### config.mk
export PLATFORM = sky130hd
export DESIGN_NAME = lock_sequencer
export DESIGN_NICKNAME = d
export VERILOG_FILES = /design/src/rtl/lock_pkg.sv /design/src/rtl/lock_timer.sv /design/src/rtl/lock_sequencer.sv
export SDC_FILE = /design/constraint.sdc
export NUM_CORES = 1
export LEC_CHECK = 0
export CORE_ASPECT_RATIO = 0.7
export CORE_UTILIZATION = 40
export DETAILED_ROUTE_END_ITERATION = 6
export MAX_ROUTING_LAYER = met4
export PLACE_DENSITY = 0.6
export SKIP_CTS_REPAIR_TIMING = 1
export SLEW_MARGIN = 30
export SYNTH_ARGS = -nofsm -noshare
export SYNTH_HDL_FRONTEND = slang
export SYNTH_SLANG_ARGS = --single-unit
### constraint.sdc
create_clock -name hwclk -period 5.9 [get_ports hwclk]
set_clock_uncertainty 0.15 [all_clocks]
set_input_delay 1.18 -clock hwclk [delete_from_list [all_inputs] [get_ports hwclk]]
set_output_delay 1.18 -clock hwclk [all_outputs]
set_load 0.005 [all_outputs]
### src/rtl/lock_pkg.sv
// ---------------------------------------------------------------------------
// lock_pkg
//  Shared definitions for the digital lock sequencer.
//  - state_t       : sequencer state encoding
//  - CMP_*         : compare_type values driven to the code checker
//  - KEY_*_DEF     : default key codes for the control keys
//  - is_wait()     : true for the states that wait on a checker verdict
//  - cnt_width()   : counter width able to hold a given count value
// ---------------------------------------------------------------------------
package lock_pkg;

    typedef enum logic [3:0] {
        ST_LOCKED   = 4'd0,
        ST_WAIT_UC  = 4'd1,
        ST_UNLOCKED = 4'd2,
        ST_NEW1     = 4'd3,
        ST_WAIT_ST  = 4'd4,
        ST_NEW2     = 4'd5,
        ST_WAIT_MT  = 4'd6,
        ST_COMMIT   = 4'd7,
        ST_PC_ENTRY = 4'd8,
        ST_WAIT_PC  = 4'd9
    } state_t;

    localparam logic [1:0] CMP_PC    = 2'b00;
    localparam logic [1:0] CMP_UC    = 2'b01;
    localparam logic [1:0] CMP_MATCH = 2'b10;
    localparam logic [1:0] CMP_STORE = 2'b11;

    localparam logic [3:0] KEY_SUBMIT_DEF = 4'd8;
    localparam logic [3:0] KEY_CHANGE_DEF = 4'd9;

    function automatic logic is_wait(input state_t s);
        return (s == ST_WAIT_UC) || (s == ST_WAIT_PC) ||
               (s == ST_WAIT_ST) || (s == ST_WAIT_MT);
    endfunction

    // Width needed to represent values 0..n (minimum 1 bit).
    function automatic int cnt_width(input int unsigned n);
        return (n < 2) ? 1 : $clog2(n + 1);
    endfunction

endpackage

### src/rtl/lock_timer.sv
// ---------------------------------------------------------------------------
// lock_timer
//  Loadable down-counter that stops at zero.
//  Ports:
//   hwclk      in  clock
//   rst        in  asynchronous active-high reset (count -> 0)
//   load       in  load load_value (takes priority over enable)
//   enable     in  decrement while count is non-zero
//   load_value in  WIDTH-bit reload value
//   expired    out count is zero
// ---------------------------------------------------------------------------
module lock_timer #(
    parameter int WIDTH = 8
) (
    input  logic             hwclk,
    input  logic             rst,
    input  logic             load,
    input  logic             enable,
    input  logic [WIDTH-1:0] load_value,
    output logic             expired
);

    logic [WIDTH-1:0] count_reg;

    always_ff @(posedge hwclk or posedge rst) begin
        if (rst) begin
            count_reg <= '0;
        end else if (load) begin
            count_reg <= load_value;
        end else if (enable && (count_reg != '0)) begin
            count_reg <= count_reg - WIDTH'(1);
        end
    end

    assign expired = (count_reg == '0);

endmodule

### src/rtl/lock_sequencer.sv
// ---------------------------------------------------------------------------
// lock_sequencer
//  Top-level sequencing FSM for the digital lock. Reacts to SUBMIT/CHANGE key
//  strobes, steers the code checker and decides lock state: user-code unlock,
//  code change with confirmation, and programmer-code recovery after
//  MAX_TRIES wrong submits.
//  Ports:
//   hwclk          in   system clock
//   rst            in   asynchronous active-high reset
//   key_valid      in   one-cycle key strobe
//   key_code [3:0] in   decoded key value
//   chk_correct    in   checker verdict
//   chk_dataready  in   checker verdict valid
//   read_input     out  checker may shift in digits
//   compare_type   out  00 PC, 01 UC, 10 MATCH UC, 11 STORE UC
//   store          out  one-cycle commit pulse for the new user code
//   unlocked       out  lock open
//   alarm          out  high while waiting for the programmer code
//   tries [1:0]    out  saturating wrong-submit count
//  All outputs are registered: they are decoded from the next state and
//  captured alongside the state register.
// ---------------------------------------------------------------------------
module lock_sequencer
    import lock_pkg::*;
#(
    parameter int unsigned MAX_TRIES     = 3,
    parameter int unsigned UNLOCK_CYCLES = 12_000_000,
    parameter int unsigned RESP_TIMEOUT  = 16,
    parameter logic [3:0]  KEY_SUBMIT    = KEY_SUBMIT_DEF,
    parameter logic [3:0]  KEY_CHANGE    = KEY_CHANGE_DEF
) (
    input  logic       hwclk,
    input  logic       rst,
    input  logic       key_valid,
    input  logic [3:0] key_code,
    input  logic       chk_correct,
    input  logic       chk_dataready,
    output logic       read_input,
    output logic [1:0] compare_type,
    output logic       store,
    output logic       unlocked,
    output logic       alarm,
    output logic [1:0] tries
);

    localparam int RELOCK_W = cnt_width(UNLOCK_CYCLES);
    localparam int RESP_W   = cnt_width(RESP_TIMEOUT);

    state_t     state_reg, state_next;
    logic [1:0] tries_reg, tries_next;

    logic       read_input_reg, read_input_next;
    logic [1:0] compare_type_reg, compare_type_next;
    logic       store_reg, store_next;
    logic       unlocked_reg, unlocked_next;
    logic       alarm_reg, alarm_next;

    logic submit, change;
    logic relock_expired, resp_expired;
    logic response, verdict_ok;
    logic [2:0] tries_plus;

    assign submit = key_valid && (key_code == KEY_SUBMIT);
    assign change = key_valid && (key_code == KEY_CHANGE);

    // A verdict is taken on the first dataready cycle; if the timeout runs
    // out first the submit is resolved as wrong. Dataready on the expiry
    // cycle itself still counts as a real answer.
    assign response   = chk_dataready || resp_expired;
    assign verdict_ok = chk_dataready && chk_correct;
    assign tries_plus = {1'b0, tries_reg} + 3'd1;

    // ------------------------------------------------------------------
    // Timers: reload on entry into the owning state, count while in it.
    // ------------------------------------------------------------------
    lock_timer #(.WIDTH(RELOCK_W)) u_relock_timer (
        .hwclk      (hwclk),
        .rst        (rst),
        .load       ((state_next == ST_UNLOCKED) && (state_reg != ST_UNLOCKED)),
        .enable     (state_reg == ST_UNLOCKED),
        .load_value (RELOCK_W'(UNLOCK_CYCLES - 1)),
        .expired    (relock_expired)
    );

    lock_timer #(.WIDTH(RESP_W)) u_resp_timer (
        .hwclk      (hwclk),
        .rst        (rst),
        .load       (is_wait(state_next) && !is_wait(state_reg)),
        .enable     (is_wait(state_reg)),
        .load_value (RESP_W'(RESP_TIMEOUT - 1)),
        .expired    (resp_expired)
    );

    // ------------------------------------------------------------------
    // State and output registers
    // ------------------------------------------------------------------
    always_ff @(posedge hwclk or posedge rst) begin
        if (rst) begin
            state_reg        <= ST_LOCKED;
            tries_reg        <= 2'd0;
            read_input_reg   <= 1'b1;
            compare_type_reg <= CMP_UC;
            store_reg        <= 1'b0;
            unlocked_reg     <= 1'b0;
            alarm_reg        <= 1'b0;
        end else begin
            state_reg        <= state_next;
            tries_reg        <= tries_next;
            read_input_reg   <= read_input_next;
            compare_type_reg <= compare_type_next;
            store_reg        <= store_next;
            unlocked_reg     <= unlocked_next;
            alarm_reg        <= alarm_next;
        end
    end

    // ------------------------------------------------------------------
    // Next-state logic
    // ------------------------------------------------------------------
    always_comb begin
        state_next = state_reg;
        tries_next = tries_reg;
        unique case (state_reg)
            ST_LOCKED: begin
                if (submit) state_next = ST_WAIT_UC;
            end
            ST_WAIT_UC: begin
                if (response) begin
                    if (verdict_ok) begin
                        state_next = ST_UNLOCKED;
                        tries_next = 2'd0;
                    end else if (tries_plus >= 3'(MAX_TRIES)) begin
                        // Saturate; reaching the limit hands over to PC entry.
                        state_next = ST_PC_ENTRY;
                        tries_next = 2'(MAX_TRIES);
                    end else begin
                        state_next = ST_LOCKED;
                        tries_next = tries_plus[1:0];
                    end
                end
            end
            ST_PC_ENTRY: begin
                if (submit) state_next = ST_WAIT_PC;
            end
            ST_WAIT_PC: begin
                if (response) begin
                    if (verdict_ok) begin
                        state_next = ST_LOCKED;
                        tries_next = 2'd0;
                    end else begin
                        state_next = ST_PC_ENTRY;
                    end
                end
            end
            ST_UNLOCKED: begin
                // CHANGE beats an expiring relock timer in the same cycle.
                if (change)              state_next = ST_NEW1;
                else if (relock_expired) state_next = ST_LOCKED;
            end
            ST_NEW1: begin
                if (submit) state_next = ST_WAIT_ST;
            end
            ST_WAIT_ST: begin
                if (response) state_next = verdict_ok ? ST_NEW2 : ST_LOCKED;
            end
            ST_NEW2: begin
                if (submit) state_next = ST_WAIT_MT;
            end
            ST_WAIT_MT: begin
                if (response) state_next = verdict_ok ? ST_COMMIT : ST_LOCKED;
            end
            ST_COMMIT: begin
                state_next = ST_LOCKED;
            end
            default: begin
                state_next = ST_LOCKED;
            end
        endcase
    end

    // ------------------------------------------------------------------
    // Output decode from the next state (registered above)
    // ------------------------------------------------------------------
    always_comb begin
        read_input_next   = 1'b0;
        compare_type_next = CMP_UC;
        store_next        = 1'b0;
        unlocked_next     = 1'b0;
        alarm_next        = 1'b0;
        unique case (state_next)
            ST_LOCKED:   begin compare_type_next = CMP_UC;    read_input_next = 1'b1; end
            ST_WAIT_UC:  begin compare_type_next = CMP_UC;    end
            ST_UNLOCKED: begin compare_type_next = CMP_UC;    unlocked_next = 1'b1; end
            ST_NEW1:     begin compare_type_next = CMP_STORE; read_input_next = 1'b1; end
            ST_WAIT_ST:  begin compare_type_next = CMP_STORE; end
            ST_NEW2:     begin compare_type_next = CMP_MATCH; read_input_next = 1'b1; end
            ST_WAIT_MT:  begin compare_type_next = CMP_MATCH; end
            ST_COMMIT:   begin compare_type_next = CMP_STORE; store_next = 1'b1; end
            ST_PC_ENTRY: begin compare_type_next = CMP_PC;    read_input_next = 1'b1; alarm_next = 1'b1; end
            ST_WAIT_PC:  begin compare_type_next = CMP_PC;    alarm_next = 1'b1; end
            default:     begin compare_type_next = CMP_UC;    read_input_next = 1'b1; end
        endcase
    end

    assign read_input   = read_input_reg;
    assign compare_type = compare_type_reg;
    assign store        = store_reg;
    assign unlocked     = unlocked_reg;
    assign alarm        = alarm_reg;
    assign tries        = tries_reg;

endmodule

### Yosys cells after proc, flatten, opt, wreduce, memory -nomap -nowiden

Index checks and enable logic that the tools add are counted.

| operators by class | value |
|---|---|
| add/subtract/negate cells | 3 |
| order comparisons | 1 |
| equal/unequal tests | 23 |
| mux-type cells | 31 |
| reductions and logical operators | 28 |

Operator list:

| operator | count |
|---|---|
| two-way mux 4 bit | 13 |
| two-way mux 24 bit | 2 |
| case mux 4 bit (9 select lines) | 1 |
| == test 4 x 3 -> 1 bit, second input constant | 7 |
| == test 4 bit, second input constant | 6 |
| logical NOT 24 bit | 1 |
| nonzero test 24 bit | 1 |
| subtractor 24 x 1 -> 24 bit, second input constant | 1 |
| == test 4 x 2 -> 1 bit, second input constant | 4 |
| two-way mux 2 bit | 5 |
| two-way mux 5 bit | 2 |
| == test 4 x 1 -> 1 bit, second input constant | 2 |
| logical AND 1 bit | 7 |
| logical OR 1 bit | 7 |
| two-way mux 3 bit | 2 |
| inequality test 2 bit, second input constant | 3 |
| case mux 2 bit (3 select lines) | 1 |
| nonzero test 2 bit | 3 |
| OR reduction 6 bit | 1 |
| logical NOT 5 bit | 1 |
| nonzero test 5 bit | 1 |
| subtractor 5 x 1 -> 5 bit, second input constant | 1 |
| logical NOT 4 bit | 1 |
| two-way mux 1 bit | 4 |
| 8 further kinds | 9 |

| storage, ports and cells | value |
|---|---|
| register bits after elaboration | 41 |
| input bits | 9 |
| output and inout bits | 8 |
| logic and storage cells | 95 |

### Longest topological paths before layout

Gate-level depths: netlist (run 1).

| logic depth | value |
|---|---|
| word-level depth | 12 |
| mapped depth | 9 |
| depth with buffers taken out | 9 |

### By module

Synthesis (run 1) repeated with hierarchy kept, for this count alone.

| unflattened totals | value |
|---|---|
| cell total of the unflattened synthesis | 277 |
| area total of the unflattened synthesis | 2586.2 sq um |

Modules (own cells, without submodules):

| module | instances | cells each | area an instance (sq um) | seq. area each (sq um) |
|---|---|---|---|---|
| lock_timer (u_relock_timer) | 1 | 162 | 1495.2 | 600.6 |
| lock_sequencer | 1 | 82 | 788.3 | 302.8 |
| lock_timer (u_resp_timer) | 1 | 33 | 302.8 | 125.1 |

### Worst setup path before layout (run 1)

Ideal clock, no wire load.

| timing | value |
|---|---|
| path type | input -> register |
| from | input port key_code[1] |
| to | register u_resp_timer.count_reg[1] |
| setup time | 0.135 ns |
| data arrival time | 2.331 ns |
| required time | 5.615 ns |
| path slack | 3.284 ns |
| stages | 6 |
| buffers on the path | 0 |
| cell sequence | nor4bb_1 -> nand4b_1 -> a21oi_1 -> nor3_2 -> o21ai_2 -> o211ai_1 |

| on the way | value |
|---|---|
| cells in the longest elaborated chain, start to end | 10 |
| elaborated cells between the ends (all ways) | 20 |
| those cells by class | eq/ne: 6; mux: 7; reduce/logical: 7 |

Ends and longest elaborated chain:

| item | RTL line | RTL |
|---|---|---|
| start, declared | lock_sequencer.sv:35 | `input logic [3:0] key_code,` |
| == test 4 bit (on tied branches) | lock_sequencer.sv:63, lock_sequencer.sv:64 |  |
| logical AND 1 bit (on tied branches) | lock_sequencer.sv:63, lock_sequencer.sv:64 |  |
| two-way mux 4 bit (on tied branches) | - |  |
| case mux 4 bit (9 select lines) * | lock_sequencer.sv:123 | `unique case (state_reg)` |
| == test 4 x 1 -> 1 bit / == test 4 bit (equally long branches) | lock_pkg.sv:34 | `return (s == ST_WAIT_UC) \|\| (s == ST_WAIT_PC) \|\|` |
| logical OR 1 bit (2 in series) | lock_pkg.sv:34 |  |
| logical OR 1 bit * | lock_pkg.sv:35 | `(s == ST_WAIT_ST) \|\| (s == ST_WAIT_MT);` |
| logical AND 1 bit * | lock_sequencer.sv:88 | `.load (is_wait(state_next) && !is_wait(state_reg)),` |
| two-way mux 5 bit / nonzero test 2 bit (equally long branches) | - |  |
| end signal, assigned | lock_timer.sv:29 | `count_reg <= load_value;` |
| end signal, assigned | lock_timer.sv:31 | `count_reg <= count_reg - WIDTH'(1);` |
| end, declared | lock_timer.sv:23 | `logic [WIDTH-1:0] count_reg;` |

Mark *: on every way between the ends. The rest lies on a longest branch, timed or not.
A chain may end at the register's enable or synchronous reset.

### Worst setup path after layout (run 1)

| timing | value |
|---|---|
| from | input port key_code[3] |
| to | register read_input_reg, in the netlist read_input |

| on the way | value |
|---|---|
| cells in the longest elaborated chain, start to end | 7 |
| elaborated cells between the ends (all ways) | 18 |
| those cells by class | eq/ne: 8; mux: 7; reduce/logical: 3 |

Ends and longest elaborated chain:

| item | RTL line | RTL |
|---|---|---|
| == test 4 bit (on tied branches) | lock_sequencer.sv:63, lock_sequencer.sv:64 |  |
| logical AND 1 bit (on tied branches) | lock_sequencer.sv:63, lock_sequencer.sv:64 |  |
| two-way mux 4 bit (on tied branches) | - |  |
| case mux 4 bit (9 select lines) * | lock_sequencer.sv:123 |  |
| == test 4 x 2 -> 1 bit (tied with other cells) | lock_sequencer.sv:190 | `unique case (state_next)` |
| OR reduction 6 bit (no source line) * | - |  |
| two-way mux 1 bit * | lock_sequencer.sv:190 |  |
| named net read_input_next | lock_sequencer.sv:52 | `logic read_input_reg, read_input_next;` |
| end signal, assigned | lock_sequencer.sv:109 | `read_input_reg <= read_input_next;` |
| end, declared | lock_sequencer.sv:52 |  |

The timed path passes the listed nets; every way through them passes the cells marked *.

==> impl_results.md, run 1 <==
* Most numerous cell in the Yosys netlist: dfrtp_1
* Max Clk Rate at 326.2 MHz
* DRT Pass-1 Iters at 4
* #FFs+latches synth at 41
* Synth Flop Type: dfrtp_1
* TritonCTS clock tree: done
* Number of global-route vias before repair at 1611
* Core Footprint at 5756 µm²
* Slew headroom at 0.5974
* Maxcap violations at 0
* Critical Path Start Type: input port
* Run status: complete, no violations
* Routed vias/inst at 5.267
* Initial core utilization at 0.4185
* Global-route wire length before repair at 8.100 mm
* Routed vias at 1733
* CP endpoint kind: flip-flop
* Clock sinks at 41
* Placed instance area at 2595 µm²
* Setup ws final at 2835 ps
* GRT Overall Usage at 0.1770
* Hold Path Class: reg -> reg
* Clock root buffer: clkbuf_8
* Final Core Density at 0.4698
* GP Congestion at 0.8531
* Largest register FFs at 24
* Final Instance Area at 2704 µm²
* Synthesized cell area at 2409 µm²
* Starting DRC count in detailed routing at 155
* Worst Hold Path Cells at 2
* Hold Vio Cnt, Final at 0
* H-tree level count at 2
* Layout cells sized above 1 at 0.1693
* WL/cell at 14.24 µm
* TNS Setup at 0 ps
* Power Density at 365.2 nW/µm²
* Post-Synthesis Cells at 239
* Slew of the pin with the lowest slew margin at 603.9 ps
* Num rows at 23
* Nets@finish at 266
* Yosys warning count at 0
* Worst IR Drop VDD at 0.2239 mV
* Seq/Total Area, Yosys at 0.4270
* Total CTS buffers at 5
* Die width at 94.75 µm
* Synthesized area per cell at 10.08 µm²
* RSZ-0062 raised after global routing: no
* CP required at 5980 ps
* EDFF count, synth at 0
* Synth cell count leaders: dfrtp_1 (39), nand2_1 (33), nor2_1 (23), xor2_1 (15), inv_1 (12)
* Hpwl dp at 3.271 mm
* Die Y-Extent at 66.92 µm
* Worst slack, placed at 2604 ps
* Setup violators final at 0
* Clock Latency Late Sink at 300 ps
* FF-to-FF path depth at 8
* Netlist cell types at 60
* Crit path kind: in -> reg
* Top cell type's share of synthesized area at 0.4052
* Num ports at 17
* Die area at 6340 µm²
* Area Overhead vs Synth at 12.26%
* Largest net degree at the start of global routing at 42
* Final Cycle Share at 0.5196
* Ranking of synthesized cells by area: dfrtp_1 (41%), xor2_1 (5.5%), nand2_1 (5.1%), nor2_1 (3.6%), xnor2_1 (3.3%)
* Longest Clk Path Bufs at 2
* Clock transition at the registers of the reported paths at 80 ps
* R2R Setup Slk at 3520 ps
* Asr flop ratio synth at 1.000
* Final ANT Viol Nets at 0
* Net Count, Synth at 251
* Max Slew Vio Count at 0
* Synth area leader: dfrtp_1
* Crit-path max FO at 3
* Number of antenna cells inserted at 0
* Antenna violations before repair at 0
* Minimum clock period at 3065 ps
* DR DRC count at 0
* Post-Route WL at 4.684 mm
* WP data arrival at 3150 ps
* Placed Instances at 322
* Layout Cells excl Fill at 329
* Gr ovfl total at 0
* Input/output buffers at 16
* P_leak at 0.9989 nW
-- logic make-up after synthesis --
group | after synthesis | share of synthesized area
xor+xnor | 24 | 0.08728
simple gates | 119 | 0.3060
flops | 41 | 0.4270
buf+inv | 22 | 0.05142
compound gates | 30 | 0.1127
fa+ha+maj | 3 | 0.01559
-- cell type report --
type	instances	area [µm²]
Clock buffer	5	68.82
Clock inverter	2	35.03
Fill cell	550	3052
Inverter	13	48.80
Multi-Input combinational cell	176	1261
Sequential cell	41	1028
Tap cell	75	93.84
Timing Repair Buffer	17	167.7
-- critical path, stage by stage --
cell             delay (ps)
clkdlybuf4s50_1         470
nor4bb_1                480
nor2_1                   70
o21ai_0                 290
a21oi_4                 110
o31ai_1                 320
nor3b_2                 220
-- worst paths after layout --
| kind | from | endpoint |
|---|---|---|
| setup / recovery | key_code[3] | read_input$_DFF_PP1_ |
| hold / removal | u_relock_timer.count_reg[1]$_DFFE_PP0P_ | u_relock_timer.count_reg[1]$_DFFE_PP0P_ |
| setup reg to reg | u_resp_timer.count_reg[0]$_DFFE_PP0P_ | read_input$_DFF_PP1_ |
| hold reg to reg | u_relock_timer.count_reg[1]$_DFFE_PP0P_ | u_relock_timer.count_reg[1]$_DFFE_PP0P_ |
| max in group asynchronous | rst | compare_type[0]$_DFF_PP1_ |
| min in group asynchronous | rst | u_relock_timer.count_reg[15]$_DFFE_PP0P_ |
-- where the power goes --
part / internal, mW / switching [mW]
Clock: 0.123 / 0.0981
Combinational: 0.152 / 0.159
Sequential: 0.358 / 0.0978
Total: 0.633 / 0.355
-- stage by stage --
step | power, mW | hold WS [ps]
after floorplan | 0.6914 | 349.6
after global placement | 0.7694 | 375.1
after detailed placement | 0.7696 | 379.5
after CTS | 0.9941 | 403.2
after global routing | 1.059 | 438.4
final | 0.9874 | 402.9
-- routing by layer --
| metal | track usage | vias to the layer above | share of wire |
|---|---|---|---|
| li1 | - | 857 | - |
| met1 | 0.2743 | 827 | 0.56 |
| met2 | 0.2176 | 43 | 0.38 |
| met3 | 0.04110 | 6 | 0.049 |
| met4 | 0.05682 | 0 | 0.012 |
| met5 | - | - | 0 |
-- cells in the final DEF (no fill, tap or decap), drive strengths merged, types with 5 or more instances in the layout --
master and count:
dfrtp 39, nand3 9, inv 13, nor4 7, clkdlybuf4s50 16, nor3 10
xnor2 9, a21oi 7, nand2 33, nor2 25, clkbuf 5, xor2 15
o21ai 8
(Power assumes the default switching activity.)
==> run 2: changes to the inputs <==
clock period = 2.9 ns   (was 5.9 ns; I/O delays follow)
==> impl_results.md, run 2 (synthesis results as in run 1) <==
* Num ports at 17
* Layout cells sized above 1 at 0.1751
* Clock root buffer: clkbuf_8
* CP required at 2980 ps
* Largest net degree at the start of global routing at 42
* DR DRC count at 0
* Placed Instances at 324
* Met2 wire len at 1.878 mm
* GRT Overall Usage at 0.1758
* Commonest non-fill, non-tap cell in the layout: dfrtp_1
* Number of antenna cells inserted at 0
* Routed vias at 1723
* Die width at 94.75 µm
* Longest Clk Path Bufs at 2
* WP data arrival at 2540 ps
* Critical Path Start Type: input port
* Setup ws final at 435.9 ps
* Clock Latency Late Sink at 290 ps
* Max Slew Vio Count at 0
* Final Cycle Share at 0.8497
* Run status: complete, no violations
* Num rows at 23
* Routed vias/inst at 5.190
* Final ANT Viol Nets at 0
* Die Y-Extent at 66.92 µm
* Number of global-route vias before repair at 1557
* H-tree level count at 2
* Crit-path max FO at 3
* GP Congestion at 0.8426
* Hold Path Class: reg -> reg
* Gr ovfl total at 0
* P_leak at 1.022 nW
* Global-route wire length before repair at 8.059 mm
* Minimum clock period at 2464 ps
* Setup violators final at 0
* Starting DRC count in detailed routing at 111
* Clock transition at the registers of the reported paths at 80 ps
* TritonCTS clock tree: done
* Power Density at 776.8 nW/µm²
* Metal1 wirelength at 2.716 mm
* Met3 WL post-DR at 264 µm
* Antenna violations before repair at 0
* Total CTS buffers at 5
* Core Footprint at 5756 µm²
* Crit path kind: in -> reg
* WL/cell at 14.76 µm
* Worst slack, placed at 178.0 ps
* Max Clk Rate at 405.8 MHz
* CP endpoint kind: flip-flop
* Hpwl dp at 3.498 mm
* TNS Setup at 0 ps
* Hold Vio Cnt, Final at 0
* DRT Pass-1 Iters at 4
* Nets@finish at 268
* Worst IR Drop VDD at 0.5525 mV
* Top layer in use: met4
* Maxcap violations at 0
* Clock sinks at 41
* Die area at 6340 µm²
* Input/output buffers at 16
* Layout Cells excl Fill at 332
* Initial core utilization at 0.4185
* Most frequent cells in the layout: dfrtp_1 (39), nand2_1 (33), nor2_1 (23)
* Slew of the pin with the lowest slew margin at 624.4 ps
* Post-Route WL at 4.901 mm
* Largest register FFs at 24
* Area Overhead vs Synth at 13.92%
* Slew headroom at 0.5837
* RSZ-0062 raised after global routing: no
[run 2: cell types whose count changed in the layout (fill, tap and decap cells not counted)]
| cell | previous run | this run |
|---|---|---|
| buf_4 | 1 | 3 |
| nor3_1 | 6 | 7 |
| bufinv_16 | 1 | 2 |
| nor3_2 | 4 | 3 |
[run 2: layout make-up]
class | count | area, µm²
clock buffer | 5 | 68.82
clock inverter | 3 | 65.06
tap | 75 | 93.84
multi-input combinational | 176 | 1256
inverter | 13 | 48.80
sequential | 41 | 1028
fill | 544 | 3012
timing repair buffer | 19 | 182.7
[run 2: stage by stage]
stage / cell area, µm² / power (mW) / hold WS, ps / utilization
floorplan: 2409 / 1.407 / 349.6 / -
global placement: 2610 / 1.573 / 377.7 / 0.4535
detailed placement: 2610 / 1.586 / 381.3 / 0.4535
CTS: 2744 / 2.147 / 406.6 / 0.4767
global route: 2744 / 2.265 / 448.7 / 0.4767
finish: 2744 / 2.132 / 401.0 / 0.4767
[run 2: layer usage]
metal,track usage,vias up
li1,-,864
met1,0.2732,805
met2,0.2230,49
met3,0.03767,5
met4,0.04545,0
met5,-,-
[run 2: final timing paths]
kind / startpoint / end / slack [ps] / depth (start not counted)
max: key_code[3] / read_input$_DFF_PP1_ / 440 / 7
min: u_relock_timer.count_reg[7]$_DFFE_PP0P_ / u_relock_timer.count_reg[7]$_DFFE_PP0P_ / 400 / 2
max reg2reg: u_resp_timer.count_reg[0]$_DFFE_PP0P_ / read_input$_DFF_PP1_ / 530 / 8
min reg2reg: u_relock_timer.count_reg[7]$_DFFE_PP0P_ / u_relock_timer.count_reg[7]$_DFFE_PP0P_ / 400 / 2
max in group asynchronous: rst / compare_type[0]$_DFF_PP1_ / 1660 / 3
min in group asynchronous: rst / alarm$_DFF_PP0_ / 560 / 3
[run 2: worst max-delay path, cell delays in order]
cell and delay, ps:
clkdlybuf4s50_1 470, nor4bb_1 500, nor2_1 70, o21ai_0 300
a21oi_4 110, o31ai_1 300, nor3b_2 220
[run 2: power breakdown]
part,internal (mW),switching (mW),total [mW]
Clock,0.342,0.210,0.552
Combinational,0.316,0.332,0.648
Sequential,0.729,0.202,0.931
Total,1.39,0.744,2.13
